### config.mk
export PLATFORM = sky130hd
export DESIGN_NAME = div_ratio_ctrl_flat
export DESIGN_NICKNAME = d
export VERILOG_FILES = /design/src/rtl/div_ratio_ctrl_if.sv /design/src/rtl/div_ratio_ctrl.sv /design/src/flat_wrapper.sv
export SDC_FILE = /design/constraint.sdc
export NUM_CORES = 1
export LEC_CHECK = 0
export CORE_UTILIZATION = 40
export CTS_CLUSTER_SIZE = 25
export DETAILED_ROUTE_END_ITERATION = 8
export GPL_TIMING_DRIVEN = 0
export PLACE_DENSITY = 0.72
export SYNTH_ARGS = -nofsm -noshare
export SYNTH_HDL_FRONTEND = slang
export SYNTH_SLANG_ARGS = --single-unit
### constraint.sdc
create_clock -name clk -period 3.36 [get_ports clk]
set_input_delay 0.84 -clock clk [delete_from_list [all_inputs] [get_ports clk]]
set_output_delay 0.84 -clock clk [all_outputs]
set_load 0.05 [all_outputs]
### src/rtl/div_ratio_ctrl_if.sv
// Configuration handshake between a requester and the clock-ratio controller.
interface div_ratio_ctrl_if #(
  parameter int WIDTH = 32
) ();
  logic             cfg_valid;
  logic [WIDTH-1:0] cfg_half;
  logic             cfg_ready;
  logic             cfg_err;

  modport master (output cfg_valid, cfg_half, input cfg_ready, cfg_err);
  modport slave  (input cfg_valid, cfg_half, output cfg_ready, cfg_err);
endinterface

### src/rtl/div_ratio_ctrl.sv
// Programmable 50%-duty clock divider whose half-period can be changed on the fly
// without ever emitting a phase shorter than the old or new half-period.
module div_ratio_ctrl #(
  parameter int WIDTH        = 32,
  parameter int DEFAULT_HALF = 4
) (
  input  logic             clk,
  input  logic             rst,
  input  logic             run,
  div_ratio_ctrl_if.slave  cfg,
  output logic             div_clk,
  output logic             rise_tick,
  output logic [WIDTH-1:0] active_half
);
  localparam logic [WIDTH-1:0] DEF_HALF = WIDTH'(DEFAULT_HALF);

  typedef enum logic [1:0] {S_IDLE, S_RUN, S_PEND} state_t;

  state_t           state_q;
  logic [WIDTH-1:0] cnt_q, half_q, pend_q;
  logic             div_q, rise_q, err_q;
  logic             xfer, bad, good, tgl, fall, stop;

  assign cfg.cfg_ready = (state_q != S_PEND);
  assign cfg.cfg_err   = err_q;
  assign div_clk       = div_q;
  assign rise_tick     = rise_q;
  assign active_half   = half_q;

  assign xfer = cfg.cfg_valid && cfg.cfg_ready;
  assign bad  = xfer && (cfg.cfg_half == '0);
  assign good = xfer && !bad;
  assign tgl  = (cnt_q == half_q - WIDTH'(1));
  assign fall = tgl && div_q;
  // A stop waits for the high phase to finish so it is never truncated.
  assign stop = !run && (!div_q || fall);

  always_ff @(posedge clk) begin
    if (rst) begin
      state_q <= S_IDLE;
      cnt_q   <= '0;
      half_q  <= DEF_HALF;
      pend_q  <= DEF_HALF;
      div_q   <= 1'b0;
      rise_q  <= 1'b0;
      err_q   <= 1'b0;
    end else begin
      err_q  <= bad;
      rise_q <= 1'b0;
      case (state_q)
        S_IDLE: begin
          cnt_q <= '0;
          div_q <= 1'b0;
          if (good) half_q  <= cfg.cfg_half;
          if (run)  state_q <= S_RUN;
        end
        default: begin
          if (stop) begin
            state_q <= S_IDLE;
            cnt_q   <= '0;
            div_q   <= 1'b0;
            if (state_q == S_PEND) half_q <= pend_q;
            else if (good)         half_q <= cfg.cfg_half;
          end else begin
            if (tgl) begin
              cnt_q  <= '0;
              div_q  <= ~div_q;
              rise_q <= ~div_q;
            end else begin
              cnt_q <= cnt_q + WIDTH'(1);
            end
            // New ratio only takes effect at a falling edge, starting a fresh low phase.
            if (state_q == S_PEND && fall) begin
              half_q  <= pend_q;
              state_q <= S_RUN;
            end
            if (good) begin
              pend_q  <= cfg.cfg_half;
              state_q <= S_PEND;
            end
          end
        end
      endcase
    end
  end
endmodule

### src/flat_wrapper.sv
// flat-port wrapper written by rule: the top's interface ports become plain ports
module div_ratio_ctrl_flat 
#(
  parameter int WIDTH        = 32,
  parameter int DEFAULT_HALF = 4
)
  (clk, rst, run, div_clk, rise_tick, active_half, cfg_cfg_valid, cfg_cfg_half, cfg_cfg_ready, cfg_cfg_err);
  div_ratio_ctrl_if #(.WIDTH(WIDTH)) cfg_i ();
  input  logic clk;
  input  logic rst;
  input  logic run;
  output logic div_clk;
  output logic rise_tick;
  output logic [WIDTH-1:0] active_half;
  input wire logic [$bits(cfg_i.cfg_valid)-1:0] cfg_cfg_valid;
  input wire logic [$bits(cfg_i.cfg_half)-1:0] cfg_cfg_half;
  output wire logic [$bits(cfg_i.cfg_ready)-1:0] cfg_cfg_ready;
  output wire logic [$bits(cfg_i.cfg_err)-1:0] cfg_cfg_err;
  assign cfg_i.cfg_valid = cfg_cfg_valid;
  assign cfg_i.cfg_half = cfg_cfg_half;
  assign cfg_cfg_ready = cfg_i.cfg_ready;
  assign cfg_cfg_err = cfg_i.cfg_err;
  div_ratio_ctrl #(.WIDTH(WIDTH), .DEFAULT_HALF(DEFAULT_HALF)) u_core (.clk(clk), .rst(rst), .run(run), .cfg(cfg_i), .div_clk(div_clk), .rise_tick(rise_tick), .active_half(active_half));
endmodule
* Yosys cells after proc, flatten, opt, wreduce, memory -nomap -nowiden
Index checks and enable logic that the tools add are counted.
** Storage, ports and cells
- Register bits :: 101
- Bits in latches :: 0
- Bits in writable memories :: 0
- Bits in read-only memories :: 0
- Bits of input ports :: 36
- Memories kept :: 0
** Operators by class
- Add/subtract/negate cells :: 2
- $mul :: 0
- Div/mod/pow operators :: 0
- Magnitude comparators :: 0
- Eq/ne operators :: 4
- Shift-type cells :: 0
- Muxes and demuxes :: 10
- Bitwise gates (word level) :: 4
- Reductions and logical operators :: 19
** Operators with widths (number)
- $mux 32 :: 5
- $add 32x1->32 const B :: 1
- $eq 32x32->1 :: 1
- $logic_not 32->1 :: 1
- $sub 32x1->32 const B :: 1
- $mux 2 :: 5
- $reduce_or 4->1 :: 2
- $logic_and 1x1->1 :: 6
- $ne 2x2->1 const B :: 2
- $not 1->1 :: 4
- $reduce_bool 4->1 :: 1
- $logic_not 1->1 :: 3
- $reduce_and 3->1 :: 1
- $reduce_bool 3->1 :: 1
- $reduce_or 3->1 :: 1
- $eq 2x2->1 const B :: 1
- $logic_not 2->1 :: 1
- $reduce_and 2->1 :: 1
- $logic_or 1x1->1 :: 1

* Logic depth before layout (Yosys ltp)
Gate-level depths: netlist (run 1).
- Depth in word-level cells :: 9
- Gate-level depth with buffers :: 15

* Least setup slack after synthesis (run 1)
OpenSTA, ideal clock, no wires.
- Path type :: flip-flop to flip-flop
- From :: register u_core.half_q[0], in the netlist u_core.active_half[0]
- To :: register u_core.half_q[15], in the netlist u_core.active_half[15]
- Library setup time :: 0.114 ns
- Arrival time :: 3.619 ns
- Slack :: -0.374 ns
- Cell stages (with the launch flop) :: 16
- Period minus slack after synthesis :: 3.734 ns
- Cells stage by stage :: dfxtp_1 -> clkbuf_1 -> inv_1 -> ha_1 -> buf_2 -> or4b_1 -> buf_2 -> or3_4 -> a2111oi_4 -> o211ai_1 -> nor4b_4 -> nand4_4 -> a21oi_1 -> nor2_1 -> clkbuf_1 -> a21o_1
** On the way
- Word-level cells in the longest chain between the ends :: 7
- Elaborated cells between the ends (all ways) :: 9
- Those cells by class :: add/sub: 1; eq/ne: 1; mux: 2; reduce/logical: 5
** Ends and longest elaborated chain
- start: declaration :: RTL line div_ratio_ctrl.sv:20 : logic [WIDTH-1:0] cnt_q, half_q, pend_q;
- start signal: assignment :: RTL line div_ratio_ctrl.sv:54 : if (good) half_q <= cfg.cfg_half;
- start signal: assignment :: RTL line div_ratio_ctrl.sv:62 : if (state_q == S_PEND) half_q <= pend_q;
- start signal: assignment :: RTL line div_ratio_ctrl.sv:63 : else if (good) half_q <= cfg.cfg_half;
- $sub 32x1->32 * :: RTL line div_ratio_ctrl.sv:33 : assign tgl = (cnt_q == half_q - WIDTH'(1));
- $eq 32x32->1 * :: RTL line div_ratio_ctrl.sv:33
- $logic_and 1x1->1 * :: RTL line div_ratio_ctrl.sv:34 : assign fall = tgl && div_q;
- $logic_or 1x1->1 :: RTL line div_ratio_ctrl.sv:36 : assign stop = !run && (!div_q || fall);
- $logic_and 1x1->1 :: RTL line div_ratio_ctrl.sv:36
- $mux 32 :: RTL line div_ratio_ctrl.sv:58 : if (stop) begin
- $mux 32 :: RTL line div_ratio_ctrl.sv:50 : case (state_q)
Every way passes the cells marked *; elsewhere a longest branch is shown, timed or not.
A chain may end at the register's enable or synchronous reset.

* Worst setup path after layout (run 1)
- From :: register u_core.half_q[1], in the netlist u_core.active_half[1]
- To :: register u_core.half_q[0], in the netlist u_core.active_half[0]
The elaborated chain is that of the path after synthesis.

==> results of run 1 <==
[flip-flops by register name, summed over array words and instances (netlist names)]
name                count
u_core.div_clk          1
u_core.active_half     32
u_core.pend_q          32
u_core.state_q          2
u_core.cfg.cfg_err      1
u_core.rise_tick        1
u_core.cnt_q           32
[final cells by class]
class,instances,area (sq um)
fillers,1338,6930
multi-input cells,511,3870
flip-flops and latches,101,2030
repair buffers,89,881
plain buffers,33,260
well taps,184,230
clock buffers,9,225
clock inverters,6,72.6
inverters,9,38.8
[path summary, 6_finish.rpt]
path	from	cells after the start	end
worst max-delay path	u_core.active_half[1]	13	u_core.active_half[0]
worst min-delay path	u_core.pend_q[3]	2	u_core.pend_q[3]
worst max register to register	u_core.active_half[1]	13	u_core.active_half[0]
worst min register to register	u_core.pend_q[3]	2	u_core.pend_q[3]
[layout by cell type, fill, tap and decap left out, drive strengths merged, types with 3 or more instances in the layout]
cell	n
nand3	14
dfxtp	101
o22ai	3
a21oi	7
inv	11
and3	9
and4	4
a2111oi	3
clkinv	3
clkbuf	32
nor2	60
xor2	29
nor3b	5
nor4	21
or4	9
nand2	32
nand4	20
o211ai	3
a22o	31
nand2b	64
o31ai	5
buf	29
o21ai	10
or3	12
a31oi	7
a21o	33
nor3	19
or2	5
xnor2	36
mux2i	34
clkdlybuf4s50	70
[synth_stat cells, types with 11 or more instances]
master / number / share of area (%)
sky130_fd_sc_hd__a21o_1: 33 / 4.2
sky130_fd_sc_hd__nand4_1: 19 / 2.0
sky130_fd_sc_hd__nand2b_1: 64 / 6.7
sky130_fd_sc_hd__nand3_1: 14 / 1.2
sky130_fd_sc_hd__nor3_1: 19 / 1.6
sky130_fd_sc_hd__a22o_1: 12 / 1.8
sky130_fd_sc_hd__nor4_1: 21 / 2.2
sky130_fd_sc_hd__xnor2_1: 36 / 5.3
sky130_fd_sc_hd__nand2_1: 32 / 2.0
sky130_fd_sc_hd__or3_1: 11 / 1.2
sky130_fd_sc_hd__xor2_1: 29 / 4.3
sky130_fd_sc_hd__mux2i_1: 34 / 5.7
sky130_fd_sc_hd__clkbuf_1: 24 / 1.5
sky130_fd_sc_hd__a22o_4: 19 / 5.6
sky130_fd_sc_hd__dfxtp_1: 101 / 34
sky130_fd_sc_hd__nor2_1: 60 / 3.8
[critical path, stage by stage, from the launching register on]
cell and delay (ns):
sky130_fd_sc_hd__dfxtp_4 0.35, sky130_fd_sc_hd__inv_4 0.05, sky130_fd_sc_hd__ha_4 0.16, sky130_fd_sc_hd__or4b_4 0.51, sky130_fd_sc_hd__or3_4 0.36, sky130_fd_sc_hd__a2111oi_4 0.39
sky130_fd_sc_hd__o211ai_1 0.20, sky130_fd_sc_hd__nor4b_4 0.37, sky130_fd_sc_hd__nand4_4 0.24, sky130_fd_sc_hd__a31oi_4 0.25, sky130_fd_sc_hd__buf_12 0.15, sky130_fd_sc_hd__buf_8 0.11
sky130_fd_sc_hd__a22o_1 0.17, sky130_fd_sc_hd__a21o_1 0.10
[per-layer routing]
layer | wire length (microns) | vias to the layer above | global-route usage [%]
met1 | 7340 | 2498 | 29.6
met2 | 7710 | 165 | 35.3
met3 | 832 | 30 | 2.79
met4 | 432 | 0 | 10.2
li1 | - | 2585 | -
met5 | 0 | - | 0
[metrics by stage]
step | TNS [ns] | setup WS (ns)
after floorplan | -3.29 | -0.0937
after global placement | -53.10 | -0.688
after detailed placement | -44.94 | -0.606
after CTS | -10.45 | -0.199
after global routing | -14.39 | -0.213
final | -6.42 | -0.129
[power breakdown]
| group | total [W] | internal [W] | switching [W] |
|---|---|---|---|
| logic | 0.000671 | 0.000297 | 0.000374 |
| registers | 0.00129 | 0.00123 | 0.0000623 |
| clock network | 0.00107 | 0.000582 | 0.000484 |
| total | 0.00303 | 0.00211 | 0.000921 |
[kinds of logic after synthesis]
logic type	Yosys count	share of synthesized area (%)
xor+xnor	65	9.57
fa+ha+maj	2	0.421
flops	101	34.0
simple gates	284	26.6
compound gates	125	19.6
mux	35	5.91
buf+inv	45	3.89
[timing repair]
item | CTS | global route
pin swaps | 10 | 12
gates resized for setup | 21 | 23
endpoints found under the setup margin | 100 | 100
buffers inserted | 11 | 6
gates cloned | 1 | 1
==> run summary, run 1 <==
In the synthesized netlist the async set-or-reset flop fraction comes to 0%. The max-slew violation count is 0. Setup repair after global routing could not meet its margin everywhere.

The distinct cell type count after synthesis is 67. The H-tree was split into 3 levels. The x dimension of the die is 124 microns. For this run, the number of Yosys warnings is 0.

The cell at the root of the clock tree is sky130_fd_sc_hd__clkbuf_16. The final non-filler cell total is 942. The classification of the worst-slack hold path is reg2reg.

The via density per instance is 5.60. The final core utilization is 52.3%. The number of iterations in the first detailed-routing pass came out at 5.

No sink is reached through more buffers than the 2 on the longest clock path. The post-synth net total is 695. The area overhead of the layout relative to synthesis is 27.9%.

The category of the worst setup path launch point is a flop. STA classifies the critical path endpoint as a flop. For this design the ratio of total power to cell area is 399 mW/mm^2.

The cell area that synthesis handed to floorplanning was 0.00595 sq mm. The cell count after placement came out at 911. The placed cell area is 0.00697 sq mm. The die outline area came out at 0.0154 sq mm. The via count of the routed design is 5278. The final reports fail on setup timing.

The headroom to the max-slew limit came out at 51.0%. The number of antenna diodes in the final layout is 0. The detailed-route wire length came out at 16.3 mm. The number of enable-type register cells in the synthesized netlist came out at 0. The clock-pin transition on the worst setup and hold timing paths is 0.07 ns. For this run, the post-layout net count is 792. The count of buffers from port buffering is 70. The effective utilization at floorplan came out at 40.9%. For the worst setup path, the data required time is 3.66 ns. The congestion estimate from routability-driven global placement came to 0.954. The final number of setup-violating endpoints came out at 93. The flow ran to the end, but the final reports show violations. The sum of overflow across all layers after global routing is 0. The number of design rule violations left after detail routing is 0. The number of global-route vias before repair was 4858. The HPWL after detailed placement came out at 12.1 mm. The routed length per placed instance is 17.3 microns. The register area share after synthesis is 34.0%. The maximum number of pins on one net before global-route repair is 18. The synthesized area per cell is 9.05 sq um.

The minimum period implied by the final worst setup slack is 3.49 ns. For this run, the leading register cell type out of synthesis is sky130_fd_sc_hd__dfxtp_1. The die is 124 microns tall. The ratio of cells with drive above 1 in the final layout came out at 14.1%.

The peak supply drop is 0.000245 V. The total CTS buffers is 9. The achievable clock frequency is 287 MHz. The number of antenna violations at the first check in global routing is 0. The worst-case hold slack came out at 0.476 ns. The worst path setup slack after routing came out at -0.129 ns.

The total I/O pin count is 72. The critical path is of the reg2reg type. The clock latency on the worst-skew pair is 0.36 ns. The worst clock skew came out at 0.00852 ns.

The flip-flop and latch count after synthesis is 101. In this run, the number of DRC markers left after iteration 0 of detailed routing was 311. For this design the static power due to leakage is 2.91 nW. The count of max-cap constraint violations came out at 0. The floorplan has 44 rows.

The slew at the pin closest to its max-slew limit is 0.729 ns. The arrival time at the worst endpoint came out at 3.79 ns. The final cycle utilization of the critical path is 104%. For this design, the sink count on the clock tree is 101. The overall power consumption came out at 0.00303 W. The instance count of the mapped netlist came out at 657. Across all register-to-register paths, the minimum setup slack is -0.13 ns. TritonCTS built the clock tree. The global-route wire length before repair is 25.7 mm. The total non-filler cell area in the finished layout is 0.00760 sq mm. Global routing used 22.1% of the available tracks across all layers. The number of nets with antenna violations after routing is 0.

The core area came out at 0.0145 sq mm. The number of buffers inserted by hold repair at cts came out at 0. Along the worst path, the maximum fanout reaches 6. The number of endpoints with negative hold slack in the final report came out at 0.
Power figures use the tool's default switching activity.
==> run 2: changes to the inputs <==
--- a/config.mk
+++ b/config.mk
@@ -10,6 +10,7 @@
 export DETAILED_ROUTE_END_ITERATION = 8
 export GPL_TIMING_DRIVEN = 0
 export PLACE_DENSITY = 0.72
+export REMOVE_ABC_BUFFERS = 1
 export SYNTH_ARGS = -nofsm -noshare
 export SYNTH_HDL_FRONTEND = slang
 export SYNTH_SLANG_ARGS = --single-unit
==> run summary, run 2 (synthesized netlist as in run 1, its figures left out) <==
The part of the total power dissipated in sequential elements came out at 43.1% (+0.4 points). The total CTS buffers is 9 (unchanged). The startpoint of the most critical hold path is u_core.pend_q[31]. The max-slew violation count came out at 0 (unchanged).

The core area came out at 0.0145 sq mm (unchanged). The number of endpoints with negative hold slack in the final report came to 0 (unchanged). The via count of the routed design is 5441 (+3.1%). The peak supply drop came to 0.000247 V (+0.88%).

The minimum period implied by the final worst setup slack is 3.45 ns (-0.0437 ns). The die outline area was 0.0154 sq mm (unchanged). The total non-filler cell area in the finished layout is 0.00774 sq mm (+1.8%). The largest fanout on the critical path is 11 (+5). The final non-filler cell total came out at 931 (-1.2%). The number of rows in the core area came out at 44 (unchanged).

The required time of the worst setup path came out at 3.64 ns (-0.02 ns). The worst clock skew is 0.0117 ns (+0.00317 ns). The cell sitting at the root of the clock tree is a sky130_fd_sc_hd__clkbuf_16. The HPWL after detailed placement came to 11.9 mm (-2.3%). The share of power burned in the clock network was 34.9% (-0.3 points). The detailed-route wire length was 17.8 mm (+9.4%). The library cells used most frequently in the layout, excluding fill and tap cells, are 95 x sky130_fd_sc_hd__dfxtp_1, 70 x sky130_fd_sc_hd__clkdlybuf4s50_1, 64 x sky130_fd_sc_hd__nand2b_1.

The ratio of cells with drive above 1 in the final layout was 16.1% (+1.9 points). The effective utilization at floorplan is 40.9% (unchanged). The slew at the pin closest to its max-slew limit is 1.40 ns (+0.676 ns). The count of filler cells inserted in the layout came out at 1324 (-1.0%). The number of sinks driven by the clock tree is 101 (unchanged). The buffer levels on the longest clock path is 2 (unchanged). STA classifies the critical path endpoint as a flop. The flow ran to the end, but the final reports show violations. The routed length per placed instance is 19.2 microns (+11%).

The total I/O pin count came out at 72 (unchanged). The final core utilization came to 53.3% (+0.94 points). The number of nets with antenna violations after routing is 0 (unchanged). The worst path setup slack after routing is -0.0850 ns (+0.0437 ns). The power per unit of standard cell area is 394 mW/mm^2 (-1.2%). The total internal power is 0.00214 W (+1.1%).

The number of buffers inserted by hold repair at cts came out at 0 (unchanged). The final weighted congestion of routability-driven global placement was 0.854 (-11%). The x dimension of the die came out at 124 microns (unchanged). The height of the die came out at 124 microns (unchanged).

The origin of the worst setup path is u_core.active_half[1]. Leaving out fill and tap cells, the most frequent cell in the layout is sky130_fd_sc_hd__dfxtp_1. The number of design rule violations left after detail routing is 0 (unchanged). The headroom to the max-slew limit came to 5.62% (-45 points). The total inserted antenna cells came out at 0 (unchanged). The sum of overflow across all layers after global routing is 0 (unchanged). The classification of the worst-slack hold path is reg2reg. The maximum number of pins on one net before global-route repair is 74 (+56). The leakage power figure came out at 2.94 nW (+0.99%). The worst setup path is launched from a flop.

The area overhead of the layout relative to synthesis is 30.2%. The reg-to-reg critical path startpoint is u_core.active_half[1]. The placed cell area is 0.00676 sq mm (-3.0%).

The clock latency on the worst-skew pair was 0.36 ns (about the same). The final cycle utilization of the critical path is 103% (-1.3 points). Setup repair after global routing could not meet its margin everywhere. The total number of nets in the final design is 780 (-1.5%). The worst setup slack after placement came to -1.33 ns (-0.721 ns). The cell count after placement came out at 879 (-3.5%).

The number of iterations in the first detailed-routing pass came out at 5 (unchanged). The count of max-cap constraint violations is 0 (unchanged). The worst-case hold slack is 0.476 ns (-0.00000100 ns). The CTS tree is done. The final number of setup-violating endpoints came to 61 (-34%). The proportion of total power due to net switching came out at 30.0% (-0.36 points). The number of global-route vias before repair was 5231 (+7.7%). The via density per instance is 5.84 (+4.3%). The switching power was 0.000915 W (-0.60%).

The arrival time at the worst endpoint is 3.72 ns (-0.07 ns). The number of antenna violations at the first check in global routing came to 0 (unchanged). The overall global routing resource usage came out at 23.1% (+1.0 points). The count of buffers from port buffering is 71 (+1.4%). The count of routing violations after the opening detailed-route iteration came out at 261 (-16%). The global-route wire length before repair came out at 27.0 mm (+5.1%). The combinational share of power came out at 22.0% (about the same). The deepest level of the CTS H-tree was 3 (unchanged).

The checks that failed: setup timing. The clock-pin transition on the worst setup and hold timing paths came out at 0.07 ns (about the same). The achievable clock frequency was 290 MHz (+1.3%).

The type of the worst setup path is reg2reg.
## run 2: final timing paths
path / end / slack, ns / depth (start not counted)
worst min register to register: u_core.pend_q[31] / 0.48 / 2
worst max-delay path: u_core.pend_q[23] / -0.09 / 14
worst max register to register: u_core.pend_q[23] / -0.09 / 14
worst min-delay path: u_core.pend_q[31] / 0.48 / 2
## run 2: worst max-delay path, cell delays in order, from the launching register on
cell and delay [ns]:
sky130_fd_sc_hd__dfxtp_4 0.37, sky130_fd_sc_hd__inv_4 0.06, sky130_fd_sc_hd__ha_4 0.14, sky130_fd_sc_hd__or4b_4 0.47
sky130_fd_sc_hd__or3_4 0.35, sky130_fd_sc_hd__a2111oi_4 0.37, sky130_fd_sc_hd__o211ai_1 0.19, sky130_fd_sc_hd__nor4b_4 0.35
sky130_fd_sc_hd__nand4_4 0.21, sky130_fd_sc_hd__buf_6 0.18, sky130_fd_sc_hd__buf_6 0.11, sky130_fd_sc_hd__nand2_4 0.09
sky130_fd_sc_hd__a21oi_4 0.12, sky130_fd_sc_hd__buf_12 0.18, sky130_fd_sc_hd__mux2i_1 0.17
## run 2: layer usage
layer,global-route usage (%),vias up,part of all wire [%]
li1,-,2558,-
met1,28.7,2680,44
met2,39.6,173,49
met3,3.16,30,4.4
met4,10.4,0,2.7
met5,0,-,0
## run 2: cell type report
type	count	area, sq um	area share, %
Multi-Input combinational cell	513	3980	51.3
Inverter	9	36.3	0.469
Timing Repair Buffer	108	1160	15.0
Clock inverter	4	56.3	0.727
Clock buffer	12	246	3.18
Sequential cell	101	2030	26.3
Tap cell	184	230	2.97
## run 2: power groups by stage
stage          logic (W)  registers [W]  clock network (W)
6_report        0.000671        0.00132            0.00106
5_1_grt         0.000708        0.00132            0.00112
4_1_cts         0.000630        0.00131            0.00108
3_5_place_dp    0.000573        0.00133                  0
3_3_place_gp    0.000560        0.00133                  0
2_1_floorplan   0.000290        0.00140                  0
## run 2: timing repair
item                       4_1_cts  5_1_grt
hold endpoints to repair         0        0
gates cloned                     5        2
gates resized for setup         37       34
pin swaps                       31       14
buffers inserted                24        8
setup endpoints to repair      100       91
## run 2: metrics by stage
step                setup TNS [ns]  power (W)
floorplan                   -75.27    0.00169
global placement           -153.83    0.00189
detailed placement          -96.87    0.00191
CTS                          -3.70    0.00301
global route                 -7.77    0.00315
finish                       -3.15    0.00305
==> run 3: changes to the inputs <==
--- a/config.mk
+++ b/config.mk
@@ -9,7 +9,7 @@
 export CTS_CLUSTER_SIZE = 25
 export DETAILED_ROUTE_END_ITERATION = 8
 export GPL_TIMING_DRIVEN = 0
-export PLACE_DENSITY = 0.72
+export PLACE_DENSITY = 0.7
 export REMOVE_ABC_BUFFERS = 1
 export SYNTH_ARGS = -nofsm -noshare
 export SYNTH_HDL_FRONTEND = slang
==> constraint.sdc (replaced) <==
create_clock -name clk -period 3.95 [get_ports clk]
set_input_delay 0.9875 -clock clk [delete_from_list [all_inputs] [get_ports clk]]
set_output_delay 0.9875 -clock clk [all_outputs]
set_load 0.05 [all_outputs]
==> run summary, run 3 (synthesized netlist as in run 1, its figures left out) <==
The flow ran to the end, and the final reports show no timing, DRC or antenna violations. The count of buffers from port buffering was 71 (unchanged). Leaving out fill and tap cells, the most frequent cells in the layout are 101 x sky130_fd_sc_hd__dfxtp_1, 70 x sky130_fd_sc_hd__clkdlybuf4s50_1, 64 x sky130_fd_sc_hd__nand2b_1. The overall power consumption came to 0.00250 W (-18%). The ratio of cells with drive above 1 in the final layout is 9.32% (-6.7 points). The total I/O pin count is 72 (unchanged).

The worst clock skew is 0.0123 ns (+0.000619 ns). The power per unit of standard cell area came to 347 mW/mm^2 (-12%). The type of the worst setup path is reg2reg. The required time of the worst setup path is 4.25 ns (+0.61 ns).

The count of routing violations after the opening detailed-route iteration is 317 (+21%). The number of antenna violations at the first check in global routing came out at 0 (unchanged). The clock latency on the worst-skew pair is 0.35 ns (about the same).

The worst path setup slack after routing is 0.181 ns (+0.266 ns). The HPWL after detailed placement is 11.3 mm (-4.4%). The cell count after placement is 879 (unchanged). The number of rows in the core area is 44 (unchanged). The number of design rule violations left after detail routing is 0 (unchanged).

The depth of the worst hold-timing path was 2 (unchanged). The die outline area came out at 0.0154 sq mm (unchanged). The nature of the critical path endpoint is a flop. The buffer levels on the longest clock path came out at 2 (unchanged). The deepest level of the CTS H-tree was 3 (unchanged). TritonCTS built the clock tree. The slew at the pin closest to its max-slew limit is 1.01 ns (-0.399 ns).

The number of iterations in the first detailed-routing pass came to 5 (unchanged). The arrival time at the worst endpoint was 4.07 ns (+0.35 ns). The overall global routing resource usage was 21.4% (-1.7 points).

The number of nets with antenna violations after routing came to 0 (unchanged). The sum of overflow across all layers after global routing came out at 0 (unchanged). The height of the die is 124 microns (unchanged). The area overhead of the layout relative to synthesis is 21.2%.

The x dimension of the die came to 124 microns (unchanged). The effective utilization at floorplan was 40.9% (unchanged). The peak supply drop is 0.000205 V (-17%). The max-slew violation count is 0 (unchanged). The global-route wire length before repair came out at 25.1 mm (-7.2%). The count of max-cap constraint violations is 0 (unchanged). The startpoint identified for the worst register-to-register timing path is u_core.active_half[0]. The final non-filler cell total came out at 903 (-3.0%). The detailed-route wire length came out at 15.9 mm (-11%). The worst-case hold slack came out at 0.480 ns (+0.00419 ns). The clock-pin transition on the worst setup and hold timing paths is 0.07 ns (about the same). The placed cell area is 0.00677 sq mm (about the same).

The total inserted antenna cells is 0 (unchanged). The final number of setup-violating endpoints was 0 (-100%). For hold timing, the worst endpoint is u_core.pend_q[29]. The startpoint identified for the worst hold timing path is u_core.pend_q[29]. The worst setup path is launched from a flop. The leakage power figure is 2.71 nW (-7.6%).

The total non-filler cell area in the finished layout was 0.00720 sq mm (-6.9%). The minimum period implied by the final worst setup slack is 3.77 ns (+0.324 ns). The achievable clock frequency came out at 265 MHz (-8.6%). The tree is rooted in a sky130_fd_sc_hd__clkbuf_16. Setup repair after global routing left no endpoint under its margin.

The final cycle utilization of the critical path is 95.4% (-7.1 points). The largest fanout on the critical path was 24 (+13). The via density per instance came to 5.74 (-1.8%).

The number of cells traversed by the worst register-to-register path came out at 13 (-1). The minimum setup slack among reg-to-reg paths came out at 0.18 ns (+0.27 ns). The routed length per placed instance was 17.6 microns (-8.1%).

The core area is 0.0145 sq mm (unchanged). The number of sinks driven by the clock tree came out at 101 (unchanged). The maximum number of pins on one net before global-route repair came out at 74 (unchanged).

The number of buffers inserted by hold repair at cts was 0 (unchanged). The total number of nets in the final design is 753 (-3.5%). The number of endpoints with negative hold slack in the final report came out at 0 (unchanged). The tightest min-delay check is of the reg2reg type. The final weighted congestion of routability-driven global placement came out at 0.882 (+3.4%). The total CTS buffers is 9 (unchanged). The library cell used most frequently in the layout, excluding fill and tap cells, is sky130_fd_sc_hd__dfxtp_1.

The number of global-route vias before repair is 4834 (-7.6%). The endpoint identified for the worst register-to-register timing path is u_core.active_half[30]. The headroom to the max-slew limit is 32.9% (+27 points). The via count of the routed design came out at 5182 (-4.8%). The worst setup slack after placement is -0.791 ns (+0.536 ns).
-- run 3: cell types whose count changed in the layout (fill, tap and decap cells not counted), moves of 3 or more --
cell,change
sky130_fd_sc_hd__buf_8,-3
sky130_fd_sc_hd__nor3_4,-4
sky130_fd_sc_hd__dfxtp_1,+6
sky130_fd_sc_hd__buf_4,-11
sky130_fd_sc_hd__buf_12,-3
sky130_fd_sc_hd__buf_6,-7
sky130_fd_sc_hd__dfxtp_2,-4
-- run 3: where the power goes --
| part | internal [W] | total (W) | switching [W] |
|---|---|---|---|
| sequential | 0.00105 | 0.00111 | 0.0000660 |
| clock | 0.000492 | 0.000882 | 0.000391 |
| combinational | 0.000218 | 0.000504 | 0.000286 |
-- run 3: worst max path at each step --
stage                          startpoint                      to  slack, ns  cells after the start
detailed placement  u_core.active_half[0]  u_core.active_half[30]      -0.79                     11
finish              u_core.active_half[0]  u_core.active_half[30]       0.18                     13
global placement         cfg_cfg_half[22]  u_core.active_half[29]      -1.23                     10
CTS                 u_core.active_half[0]  u_core.active_half[30]       0.05                     13
floorplan           u_core.active_half[0]   u_core.active_half[0]      -0.45                     11
global route        u_core.active_half[0]  u_core.active_half[30]       0.01                     13
-- run 3: timing repair --
action	CTS	global route
endpoints found under the setup margin	96	87
hold endpoints to repair	0	0
resized for setup	6	6
cloned	1	0
pin swaps	3	1
setup buffers	8	0
-- run 3: final cells by class --
| type | count | area [sq um] |
|---|---|---|
| clock inverter | 5 | 60.1 |
| clock buffer | 10 | 229 |
| fill | 1346 | 7330 |
| timing repair buffer | 82 | 846 |
| multi-input combinational | 512 | 3780 |
| sequential | 101 | 2020 |
| tap | 184 | 230 |
| inverter | 9 | 33.8 |
-- run 3: layer usage --
| metal | vias to the layer above | routed length (microns) | global-route usage, % |
|---|---|---|---|
| met1 | 2511 | 7150 | 27.7 |
| met2 | 145 | 7780 | 35.7 |
| met4 | 0 | 247 | 8.48 |
| met5 | - | 0 | 0 |
| li1 | 2507 | - | - |
| met3 | 19 | 721 | 3.11 |
-- run 3: critical path, stage by stage (launching register included) --
cell and delay (ns):
sky130_fd_sc_hd__dfxtp_1 0.40, sky130_fd_sc_hd__inv_1 0.14, sky130_fd_sc_hd__ha_4 0.21, sky130_fd_sc_hd__or4b_4 0.53, sky130_fd_sc_hd__or3_4 0.40, sky130_fd_sc_hd__a2111oi_4 0.44
sky130_fd_sc_hd__o211ai_1 0.21, sky130_fd_sc_hd__nor4b_4 0.33, sky130_fd_sc_hd__nand4_4 0.17, sky130_fd_sc_hd__buf_4 0.21, sky130_fd_sc_hd__o21ai_4 0.15, sky130_fd_sc_hd__buf_12 0.21
sky130_fd_sc_hd__a22o_1 0.21, sky130_fd_sc_hd__a21o_1 0.09
-- run 3: through the flow --
step / util (%) / TNS [ns]
floorplan: - / -27.01
global placement: 46.0 / -82.88
detailed placement: 46.6 / -39.01
CTS: 49.3 / 0
global route: 49.6 / 0
finish: 49.6 / 0
==> RTL change 1, RTL diff (flow settings as in run 1) <==
Encoding of `state_t`: now one-hot (3 bits for 3 states).
--- a/src/rtl/div_ratio_ctrl.sv
+++ b/src/rtl/div_ratio_ctrl.sv
@@ -15,5 +15,5 @@
   localparam logic [WIDTH-1:0] DEF_HALF = WIDTH'(DEFAULT_HALF);
 
-  typedef enum logic [1:0] {S_IDLE, S_RUN, S_PEND} state_t;
+  typedef enum logic [2:0] {S_IDLE = 3'b001, S_RUN = 3'b010, S_PEND = 3'b100} state_t;
 
   state_t           state_q;
Behaviour: same outputs for any inputs over 4 cycles, from zero or initial values and one cycle with rst high; so few cycles prove little.
==> RTL change 1 against run 1 <==
The run still ends with negative setup slack left. Core utilization rose by 2.6 points. Sequential share of layout area fell by 1.3 points. Sequential cell count rose by 1. Cell area rose by 6.6%. Sequential power rose by 4%. Power rose by 13%. Setup slack got worse by 0.19 ns. Wire length rose by 24%. Global-route usage rose by 3.4 points. Area after synthesis rose by 3.3%. Non-clock buffer count rose by 34. Clock skew rose by 0.0043 ns. Fmax fell by 5.1%. Final cell count rose by 14%. Critical path type unchanged. Critical endpoint is now u_core.active_half[29]. Largest cell class unchanged.
==> RTL change 1: results (changes against run 1) <==
* Final layout net count: 919 (+16%)
- Endpoint of the worst hold-timing path: u_core.pend_q[27]
- The via count was 6346 (+20%).
- The total global routing track utilization was 25.4% (+3.4 points).
- In this run the most critical hold path is launched from u_core.pend_q[27].
- The accumulated negative setup slack came to -19.36 ns (-12.94 ns).
- The wire length of the first global-routing pass was 31.9 mm (+24%).
- The max-slew headroom at the worst pin is 47.2% (-3.8 points).
- The mean instance size in the synthesized netlist came to 8.02 um^2 (-11%).
- The routed wire length came to 20.2 mm (+24%).
- Post-layout worst setup margin: -0.317 ns (-0.188 ns)
- Count of endpoints failing setup in the final report: 101 (+8.6%)
- The count of cells along the worst register-to-register path was 11 (-2).
- The share of final-layout standard cells stronger than drive strength 1 is 13.7% (-0.46 points).
- Placer's final routability congestion estimate: 0.943 (-1.2%)
- Failing checks: negative setup slack
- Syn_nets: 804 (+16%)
* Total buffers and inverters traversed by the critical path: 2 (-1)
- Drt first-iter violations: 435 (+40%)
* Post-Place Worst Slack: -0.822 ns (-0.216 ns)
- The worst register-to-register path begins at u_core.active_half[5].
- The delay of the slowest critical-path stage is 0.59 ns (+0.08 ns).
* Half-perimeter wire length of the detailed placement result: 14.5 mm (+20%)
* Total placed cells including tap cells: 1021 (+12%)
* Destination of the worst register-to-register timing path: u_core.active_half[29]
- Worst clock skew: 0.0128 ns (+0.00430 ns)
- Crit-path slowest cell: sky130_fd_sc_hd__or4_4
- The post-layout instance count excluding filler cells came to 1070 (+14%).
- The run finished, with violations left.
- The commonest cells after synthesis are 102 x sky130_fd_sc_hd__dfxtp_1, 60 x sky130_fd_sc_hd__nor2_1, 48 x sky130_fd_sc_hd__a21oi_1, 48 x sky130_fd_sc_hd__inv_1, 44 x sky130_fd_sc_hd__clkbuf_1.
- The maximum net fanout on the critical path came to 7 (+1).
- The maximum ir drop on the vdd rail came to 252 uV (+3.0%).
- The final hold slack was 0.476 ns (-0.000299 ns).
- The proportion of synthesized chip area in sequential cells is 33.2% (-0.77 points).
* Synth area leaders: sky130_fd_sc_hd__dfxtp_1 33%, sky130_fd_sc_hd__a221o_1 5.1%, sky130_fd_sc_hd__xor2_1 4.6%
- The post-synthesis cell type count came to 65 (-3.0%).
## RTL change 1: changes by cell type after synthesis, moves of 19 or more
cell	run 1	this run
sky130_fd_sc_hd__a211oi_1	2	35
sky130_fd_sc_hd__a21o_1	33	2
sky130_fd_sc_hd__a21oi_1	6	48
sky130_fd_sc_hd__a221o_1	0	31
sky130_fd_sc_hd__a22o_4	19	0
sky130_fd_sc_hd__clkbuf_1	24	44
sky130_fd_sc_hd__inv_1	9	48
sky130_fd_sc_hd__mux2i_1	34	0
sky130_fd_sc_hd__nand2b_1	64	3
sky130_fd_sc_hd__nor2b_1	2	35
sky130_fd_sc_hd__o211ai_1	3	35
sky130_fd_sc_hd__o21ai_0	9	43
## RTL change 1: worst max-delay path by stage
stage	startpoint	cells past startpoint	slack [ns]	endpoint
3_5_place_dp	u_core.active_half[0]	13	-0.82	u_core.pend_q[19]
5_1_grt	u_core.active_half[8]	11	-0.38	u_core.active_half[1]
4_1_cts	u_core.active_half[8]	11	-0.32	u_core.active_half[1]
2_1_floorplan	u_core.active_half[9]	11	-0.30	u_core.active_half[4]
6_report	u_core.active_half[5]	11	-0.32	u_core.active_half[29]
3_3_place_gp	u_core.active_half[0]	13	-0.86	u_core.pend_q[18]
## RTL change 1: layout make-up
cell class                 instances  area (um^2)
inverter                          48          180
clock buffer                      11          243
clock inverter                     5         88.8
fill                            1379         6650
buffer                            51          319
timing repair buffer             105         1040
tap                              184          230
sequential                       102         2060
multi-input combinational        564         3950
## RTL change 1: cell families (layout without fill, tap and decap cells)
kind of cell               count (synthesis)  in the layout  synth area share [%]
AOI/OAI and AO/OA                        228            229                  26.2
adders and majority gates                  2              2                 0.407
buffers and inverters                    101            220                  6.74
DFF                                      102            102                  33.2
and+or+nand+nor                          269            269                  24.3
muxes                                      1              1                 0.183
xor gates and xnor gates                  63             63                  8.98
## RTL change 1: where the power goes
group	internal, uW	switching (uW)
logic	378	531
clock network	683	499
registers	1260	78.5
total	2320	1110
## RTL change 1: tightest hold or removal path, stage by stage (launching register included)
cell                      delay (ns)
sky130_fd_sc_hd__dfxtp_1        0.31
sky130_fd_sc_hd__o21ai_0        0.06
sky130_fd_sc_hd__a21oi_1        0.06
## RTL change 1: metal layers
layer	global-route usage (%)	routed length, um	vias to the layer above
met5	0	0	-
met4	9.85	704	0
met3	4.59	1240	58
met2	42.5	9500	250
met1	32.6	8710	2967
li1	-	-	3071
## RTL change 1: timing repair
action                                  4_1_cts  5_1_grt
cloned                                        8        2
setup buffers                                17       11
endpoints found under the setup margin      101      101
gates resized for setup                      59       41
pin swaps                                    12       14
==> RTL change 2, RTL diff (config.mk and constraints of run 1) <==
Made on the original files. `WIDTH` is set to 32 in 3 places; all go to 40.
--- a/src/rtl/div_ratio_ctrl_if.sv
+++ b/src/rtl/div_ratio_ctrl_if.sv
@@ -1,5 +1,5 @@
 // Configuration handshake between a requester and the clock-ratio controller.
 interface div_ratio_ctrl_if #(
-  parameter int WIDTH = 32
+  parameter int WIDTH = 40
 ) ();
   logic             cfg_valid;
--- a/src/rtl/div_ratio_ctrl.sv
+++ b/src/rtl/div_ratio_ctrl.sv
@@ -2,5 +2,5 @@
 // without ever emitting a phase shorter than the old or new half-period.
 module div_ratio_ctrl #(
-  parameter int WIDTH        = 32,
+  parameter int WIDTH        = 40,
   parameter int DEFAULT_HALF = 4
 ) (
--- a/src/flat_wrapper.sv
+++ b/src/flat_wrapper.sv
@@ -2,5 +2,5 @@
 module div_ratio_ctrl_flat 
 #(
-  parameter int WIDTH        = 32,
+  parameter int WIDTH        = 40,
   parameter int DEFAULT_HALF = 4
 )
Ports: changed (resized active_half and cfg_cfg_half); port bits go from 72 to 88. No check against the original RTL was run, so the function may have changed too.
==> RTL change 2 against run 1 <==
Sequential share of layout area down 1.4 points. Sequential cell count up 24. Largest power group is now clock. Wire length up 40%. Count of clock-buffer cells in the layout up 12. Combinational power up 44%. Clock skew about the same. Die area up 20%. Area after synthesis up 20%. The run still ends with negative setup slack left. Power up 47%. Hold slack better by 0.0014 ns. Highest routed layer unchanged. Largest cell class unchanged. First-iteration DRC count up 59%. Critical endpoint is now u_core.active_half[19]. Setup slack worse by 0.47 ns. Cell area up 32%.
==> RTL change 2: results (changes against run 1) <==
- Status: finished, violations left
- Failing checks: negative setup slack
- Clock buffers and inverters, area share: 5.99% (+2.1 points)
- The number of non-clock buffers in the layout came to 176 (+44%).
* Met1 routing resource usage after global routing: 32.3% (+2.7 points)
- The number of buffers created by CTS was 17 (+8).
- Worst clock skew: 0.00804 ns (-0.000486 ns)
- Delay of the slowest cell on the worst path: 0.54 ns (+0.03 ns)
- The power consumed by sequential cells was 1610 uW (+25%).
- Worst hold slack after final layout: 0.477 ns (+0.00136 ns)
- The non-clock inverter total of the final layout is 15 (+6).
- The worst setup margin was -0.602 ns (-0.473 ns).
- The count of state elements after synthesis was 125 (+24%).
* Number of global-route vias before repair: 6440 (+33%)
* Met3 Usage GRT: 4.83% (+2.0 points)
* Maximum fanout along the worst path: 8 (+2)
* Total number of H-tree levels: 4 (+1)
* Worst flop-to-flop path startpoint: u_core.active_half[21]
- Clkbuf count: 21 (+12)
- The internal power consumption is 3110 uW (+47%).
- The net count of the mapped netlist is 871 (+25%).
- I/O Buffers: 86 (+23%)
- Endpoint of the worst hold-timing path: u_core.cnt_q[0]
- Later-pin clock latency in the skew report: 0.43 ns (+0.07 ns)
- The worst setup slack after placement is -1.30 ns (-0.697 ns).
- The signal arrival time at the worst endpoint is 4.27 ns (+0.48 ns).
- Vias: 7030 (+33%)
- The area share of buffers outside the clock network was 18.5% (+3.5 points).
- Placer's final routability congestion estimate: 0.921 (-3.4%)
- Count of endpoints failing setup in the final report: 122 (+31%)
- The power attributed to the clock group came to 1890 uW (+77%).
[RTL change 2: changes by cell type in the layout (fill, tap and decap cells not counted), moves of 12 or more]
cell,before,now
sky130_fd_sc_hd__a21o_1,33,0
sky130_fd_sc_hd__a221o_1,0,35
sky130_fd_sc_hd__a22o_4,21,0
sky130_fd_sc_hd__and2_1,1,42
sky130_fd_sc_hd__buf_6,6,22
sky130_fd_sc_hd__clkdlybuf4s50_1,70,85
sky130_fd_sc_hd__dfxtp_1,99,111
sky130_fd_sc_hd__nand2b_1,64,10
sky130_fd_sc_hd__nor2_1,58,124
sky130_fd_sc_hd__xor2_1,29,42
[RTL change 2: metal layers]
metal,vias to the layer above,share of wire (%)
li1,3326,-
met1,3335,43
met2,323,48
met3,46,7.2
met4,0,2.6
met5,-,0
[RTL change 2: per-stage QoR]
step / std cells / util, %
detailed placement: 1136 / 49.2
CTS: 1200 / 56.5
floorplan: 825 / -
global route: 1207 / 57.7
global placement: 1136 / 49.2
finish: 1207 / 57.7
[RTL change 2: cells by family (layout without fill, tap and decap cells)]
| kind of cell | Yosys count | count (layout) | share of synthesized area [%] |
|---|---|---|---|
| XOR/XNOR | 85 | 85 | 10.4 |
| flip-flops | 125 | 125 | 35.1 |
| AO/OA/AOI/OAI | 120 | 120 | 13.8 |
| buffers and inverters | 66 | 223 | 5.07 |
| AND/OR/NAND/NOR | 383 | 383 | 29.2 |
| multiplexers | 44 | 44 | 6.17 |
| adder cells (fa/ha/maj) | 2 | 2 | 0.351 |
[RTL change 2: what timing repair did]
action | 4_1_cts | 5_1_grt
gates cloned | 8 | 0
endpoints found under the setup margin | 125 | 124
setup buffers | 35 | 8
pin swaps | 17 | 12
resized for setup | 63 | 29
hold endpoints to repair | 0 | 0
